$ cat src/rtl/tick_bcd_timer_pkg.sv
// Shared state encodings, BCD constants and digit helpers for the tick-driven
// two-digit BCD timer.
package tick_bcd_timer_pkg;

  typedef enum logic [1:0] {
    ST_IDLE  = 2'd0,
    ST_RUN   = 2'd1,
    ST_PAUSE = 2'd2,
    ST_DONE  = 2'd3
  } state_e;

  localparam logic [3:0] DIGIT_MAX  = 4'd9;
  localparam logic [3:0] DIGIT_ZERO = 4'd0;

  // Single-digit decimal increment; stays inside 0-9 with no wider intermediate.
  function automatic logic [3:0] bcd_inc(input logic [3:0] d);
    return (d == DIGIT_MAX) ? DIGIT_ZERO : d + 4'd1;
  endfunction

endpackage

$ cat src/rtl/tick_bcd_timer_digit.sv
// One BCD digit: synchronous clear, increment rolling 9 -> 0, carry out on
// the increment that rolls over.
module bcd_digit
  import tick_bcd_timer_pkg::*;
(
  input  logic       clk,
  input  logic       rst,
  input  logic       clr,
  input  logic       inc,
  output logic [3:0] value,
  output logic       carry
);

  logic [3:0] value_q, value_d;

  always_comb begin
    value_d = value_q;
    if (clr)      value_d = DIGIT_ZERO;
    else if (inc) value_d = bcd_inc(value_q);
  end

  always_ff @(posedge clk or posedge rst) begin
    if (rst) value_q <= DIGIT_ZERO;
    else     value_q <= value_d;
  end

  assign value = value_q;
  assign carry = inc & (value_q == DIGIT_MAX);

endmodule

$ cat src/rtl/tick_bcd_timer.sv
// Two-digit BCD event timer counting rising edges of an upstream carry under
// an IDLE/RUN/PAUSE/DONE state machine; wraps with cout or stops at the limit.
module tick_bcd_timer
  import tick_bcd_timer_pkg::*;
#(
  parameter logic [3:0] LIMIT_TENS = 4'd5,
  parameter logic [3:0] LIMIT_ONES = 4'd9,
  parameter bit         WRAP       = 1'b1
) (
  input  logic       clk,
  input  logic       rst,
  input  logic       tick,
  input  logic       start,
  input  logic       stop,
  input  logic       clr,
  output logic [3:0] ones,
  output logic [3:0] tens,
  output logic       running,
  output logic       done,
  output logic       cout
);

  logic       tick_q;
  logic       tick_ev;
  state_e     state_q, state_d;
  logic       running_q, running_d;
  logic       done_q, done_d;
  logic       cout_q, cout_d;

  logic [3:0] ones_v, tens_v;
  logic       ones_carry, tens_carry_unused;
  logic       count_ev, wrap_ev, dig_inc, dig_clr;
  logic       at_limit, next_at_limit;
  logic [3:0] ones_nx, tens_nx;

  assign tick_ev = tick & ~tick_q;

  // A tick only counts in RUN and never against a same-cycle clear.
  assign count_ev = (state_q == ST_RUN) & tick_ev & ~clr;

  assign ones_nx       = bcd_inc(ones_v);
  assign tens_nx       = (ones_v == DIGIT_MAX) ? bcd_inc(tens_v) : tens_v;
  assign at_limit      = (ones_v == LIMIT_ONES) && (tens_v == LIMIT_TENS);
  assign next_at_limit = (ones_nx == LIMIT_ONES) && (tens_nx == LIMIT_TENS);

  // Wrap reuses the digit clear path, so 59 -> 00 never passes through 60.
  assign wrap_ev = count_ev & at_limit & WRAP;
  assign dig_inc = count_ev & ~wrap_ev;
  assign dig_clr = clr | wrap_ev;

  bcd_digit u_ones (
    .clk   (clk),
    .rst   (rst),
    .clr   (dig_clr),
    .inc   (dig_inc),
    .value (ones_v),
    .carry (ones_carry)
  );

  bcd_digit u_tens (
    .clk   (clk),
    .rst   (rst),
    .clr   (dig_clr),
    .inc   (ones_carry),
    .value (tens_v),
    .carry (tens_carry_unused)
  );

  always_comb begin
    state_d = state_q;
    if (clr) begin
      state_d = ST_IDLE;
    end else begin
      case (state_q)
        ST_IDLE:  if (start) state_d = ST_RUN;
        ST_RUN: begin
          // Landing on the limit without wrap ends the run, even with stop.
          if (count_ev && !WRAP && next_at_limit) state_d = ST_DONE;
          else if (stop)                          state_d = ST_PAUSE;
        end
        ST_PAUSE: if (start) state_d = ST_RUN;
        ST_DONE:  state_d = ST_DONE;
        default:  state_d = ST_IDLE;
      endcase
    end
    running_d = (state_d == ST_RUN);
    done_d    = (state_d == ST_DONE);
    cout_d    = wrap_ev;
  end

  always_ff @(posedge clk or posedge rst) begin
    if (rst) begin
      tick_q    <= 1'b0;
      state_q   <= ST_IDLE;
      running_q <= 1'b0;
      done_q    <= 1'b0;
      cout_q    <= 1'b0;
    end else begin
      tick_q    <= tick;
      state_q   <= state_d;
      running_q <= running_d;
      done_q    <= done_d;
      cout_q    <= cout_d;
    end
  end

  assign ones    = ones_v;
  assign tens    = tens_v;
  assign running = running_q;
  assign done    = done_q;
  assign cout    = cout_q;

endmodule

$ cat config.mk
export PLATFORM = sky130hd
export DESIGN_NAME = tick_bcd_timer
export DESIGN_NICKNAME = d
export VERILOG_FILES = /design/src/rtl/tick_bcd_timer_pkg.sv /design/src/rtl/tick_bcd_timer_digit.sv /design/src/rtl/tick_bcd_timer.sv
export SDC_FILE = /design/constraint.sdc
export NUM_CORES = 1
export LEC_CHECK = 0
export CORE_UTILIZATION = 35
export DETAILED_ROUTE_END_ITERATION = 12
export PLACE_DENSITY_LB_ADDON = 0.1
export SYNTH_ARGS = -nofsm -noshare
export SYNTH_HDL_FRONTEND = slang
export SYNTH_HIERARCHICAL = 1
export SYNTH_SLANG_ARGS = --single-unit
$ cat constraint.sdc
create_clock -name clk -period 3.57 [get_ports clk]
set_input_delay 0.714 -clock clk [delete_from_list [all_inputs] [get_ports clk]]
set_output_delay 0.714 -clock clk [all_outputs]
set_load 0.02 [all_outputs]
Yosys cells after proc, flatten, opt, wreduce, memory -nomap -nowiden
Cells that the tools add are included.

cells by class
  equality and inequality tests = 8
  bitwise logic cells = 10
  mux-type cells = 10
  add/sub/neg operators = 2
  multiply operators = 0
  $lt $le $gt $ge = 0
  shift operators = 0
  reduce and logical (&&, ||, !) cells = 5
  div/mod/pow operators = 0

operators by type and width
  kind                   number
  $mux W4                6
  $add A4 B1 Y4 const B  2
  $eq A4 B4 Y1 const B   2
  $and A1 B1 Y1          6
  $eq A2 B2 Y1 const B   3
  $mux W2                3
  $pmux W2 S3            1
  $eq A2 B1 Y1 const B   2
  $eq A4 B3 Y1 const B   1
  $reduce_bool A2 Y1     2
  $not A1 Y1             3
  $logic_not A2 Y1       1
  $reduce_or A2 Y1       1
  $logic_and A1 B1 Y1    1
  $or A1 B1 Y1           1

word-level totals
  memory bits (read-only) = 0
  memory bits (writable) = 0
  bits in latches = 0
  register bits after elaboration = 14
  output and inout port bits = 11
  memories kept = 0

Logic depth before layout (Yosys ltp)
  depth in word-level cells = 10
  mapped depth = 8
  gate-level depth less buffers = 8

By module
Netlist, hierarchy kept.

by module, submodules not included
  module          cells an instance  sequential area each (µm²)  times used  area an instance (µm²)
  bcd_digit       27                 100.1                       2           244.0
  tick_bcd_timer  24                 150.1                       1           264.0

Worst setup path after synthesis
OpenSTA, ideal clock, no wires.

  kind = in2reg
  start = in clr
  end = reg u_tens.value_q[2], in the netlist u_tens/value[2]
  stages on the path = 8
  buffers on the path = 0
  required time = 3.494 ns
  setup time = 0.076 ns
  data arrival time = 2.162 ns
  setup slack = 1.332 ns
  cells stage by stage = nor4b_2 nand2_1 a21oi_1 inv_1 nor2_1 nand2_2 a211o_1 a21oi_2

between the ends
  word-level cells in the longest chain between the ends = 7
  elaborated cells on any way between the ends = 9
  classes of those cells = 1 x mux; 7 x bitwise; 1 x reduce/logical

ends and longest elaborated chain
  element                                  RTL line                    RTL
  from (decl)                              tick_bcd_timer.sv:15        input logic clr,
  $not A1 Y1 (*)                           tick_bcd_timer.sv:39        assign count_ev = (state_q == ST_RUN) & tick_ev & ~clr;
  $and A1 B1 Y1 (*)                        tick_bcd_timer.sv:39
  $and A1 B1 Y1                            tick_bcd_timer.sv:47        assign wrap_ev = count_ev & at_limit & WRAP;
  $not A1 Y1                               tick_bcd_timer.sv:48        assign dig_inc = count_ev & ~wrap_ev;
  $and A1 B1 Y1 (*)                        tick_bcd_timer.sv:48
  net dig_inc                              tick_bcd_timer.sv:32        logic count_ev, wrap_ev, dig_inc, dig_clr;
  $and A1 B1 Y1 (*)                        tick_bcd_timer_digit.sv:28  assign carry = inc & (value_q == DIGIT_MAX);
  net ones_carry                           tick_bcd_timer.sv:31        logic ones_carry, tens_carry_unused;
  $reduce_bool A2 Y1 (no source line) (*)  --
  to (signal assigned)                     tick_bcd_timer_digit.sv:24  else value_q <= value_d;
  to (decl)                                tick_bcd_timer_digit.sv:14  logic [3:0] value_q, value_d;

The timed path passes the listed nets; every way through them passes the cells marked *.
A chain may end at the register's enable or synchronous reset.

Worst setup path after layout
Same ends and word-level chain as after synthesis.

==> flow_summary.yaml <==
global_routing:
  grt_max_degree: 9
  grt_pass1_vias: 505
  grt_pass1_wl_um: 2330
  antenna_found_initial: 0
  grt_usage: 0.151
  grt_overflow: 0
sta:
  slew_violations: 0
  timing.fmax_ghz: 0.367
  hold_viol: 0
  final.setup.worst_slack_ns: 0.843
  rsz0062_at_grt: "false"
  slew_headroom: 0.520
  setup_violations: 0
  period_minus_slack_ns: 2.73
  finalSetupTns_ns: 0
  tightest_slew_ns: 0.719
  fin_crit_sh: 0.764
  fin_skew_ns: 0.00259
flow_run:
  maxCapViolations: 0
clock_network:
  cts_root_buf: "clkbuf_4"
  cts_resized: 0
  tritoncts: "done"
  clk_latency_ns: 0.28
  cts-buffers-inserted: 3
  clk_pin_slew_ns: 0.09
  cts_buffer_depth: 2
  htreeDepth: 1
  cts.sinks: 14
  ctsHoldBuffers: 0
  post_cts.repair.setup_buffers: 0
drt:
  vias: 615
  drc_errors: 0
  drt_iter0_markers: 1
  antenna_left: 0
  drtPass1Iterations: 3
  routed_wl_um: 1500
  avgRoutedWirePerCell_um: 12.1
  vias_per_cell: 4.96
outcome:
  status: "finished, final reports clean"
logic_synthesis:
  syn_inst: 77
  syn_area_um2: 748
  avgSynthCellArea_um2: 9.72
  ys_warn_count: 6
  syn_nets: 87
floorplanning:
  std_cell_rows: 16
  core_um2: 1980
  initial_core_util: 0.378
  die_w_um: 48.2
  io_pins: 17
  dieArea_um2: 2330
  die-height_um: 48.2
placement:
  dp_cells: 120
  place_ws_ns: 0.551
  io_buffers: 16
  routabilityCongestion: 0.715
  hpwl_um: 1090
power:
  leakagePower_nw: 0.395
  vdd_drop_max_mv: 0.150
  powerDensity_nw_per_um2: 311
  power_mw: 0.304
worst_setup_path:
  crit_required_ns: 3.78
  worst_setup_path_end_kind: "register"
  crit_arrival_ns: 2.94
  worstPathMaxFanout: 6
  critical_path_class: "input pin to register"
  startpoint_type: "input pin"
layout:
  final_core_util: 0.494
  layout-drive-gt1-share: 0.103
  n_antenna_cell: 0
  final_nets: 108
  areaGrowthSynthToFinish_pct: 30.8
  finalNonFillerCells: 124
worst_hold_path:
  hold_class: "register to register"
[final cells by class]
| class | count | area, um^2 |
|---|---|---|
| clock buffer | 4 | 36.3 |
| fill | 181 | 1000 |
| inverter | 7 | 26.3 |
| multi-input combinational | 56 | 372 |
| sequential | 14 | 350 |
| tap | 27 | 33.8 |
| timing repair buffer | 16 | 160 |
[worst max-delay path: stages]
cell and delay [ns]:
clkdlybuf4s50_1 0.50, nor4b_2 0.28, nand2_1 0.12, a21oi_1 0.38, inv_1 0.14, nor2_1 0.33
nand2_2 0.09, a211o_1 0.29, a21oi_2 0.10
[worst paths after layout]
check | slack (ns) | cells after the start | from | to
worst min register to register | 0.58 | 3 | tick_q$_DFF_PP0_ | cout$_DFF_PP0_
worst max-delay path | 0.84 | 9 | clr | u_tens/value[2]$_DFFE_PP0P_
max in group asynchronous | 2.67 | 2 | rst | state_q[1]$_DFF_PP0_
worst min-delay path | 0.58 | 3 | tick_q$_DFF_PP0_ | cout$_DFF_PP0_
min in group asynchronous | 0.70 | 2 | rst | u_ones/value[0]$_DFFE_PP0P_
worst max register to register | 1.35 | 8 | state_q[1]$_DFF_PP0_ | u_tens/value[2]$_DFFE_PP0P_
[per-layer routing]
layer	track usage	vias to the layer above	wire length, um
li1	-	308	-
met1	0.220	298	758
met2	0.203	7	690
met3	0.0333	2	40
met4	0.0833	0	11
met5	0	-	0
[layout by cell type, fill, tap and decap left out]
cell type        count
a211o_1              2
a21boi_0             2
a21oi_1              8
a21oi_2              2
and3b_2              1
and4b_1              2
and4bb_1             1
clkbuf_4             3
clkbuf_8             1
clkdlybuf4s50_1     16
dfrtp_1             14
ha_1                 4
inv_1                7
nand2_1             11
nand2_2              2
nand2b_1             1
nand3b_1             6
nor2_1               4
nor3_1               1
nor4_1               1
nor4b_2              1
nor4bb_1             1
o21ai_0              2
o21ai_1              3
o21bai_1             1
[flip-flops by register name (all words and copies together), names as in the netlist]
name          count
cout              1
tick_q            1
done              1
state_q           2
u_ones/value      4
running           1
u_tens/value      4
[metrics by stage]
stage,hold slack [ns],area (um^2)
floorplan,0.480,748
global placement,0.575,942
detailed placement,0.577,942
CTS,0.593,978
global route,0.609,978
finish,0.579,978
[where the power goes]
part	internal, mW	total [mW]	switching, mW
sequential	0.162	0.165	0.00297
clock	0.0619	0.115	0.0533
combinational	0.0110	0.0238	0.0127
total	0.235	0.304	0.0690
Power figures use the tool's default switching activity.
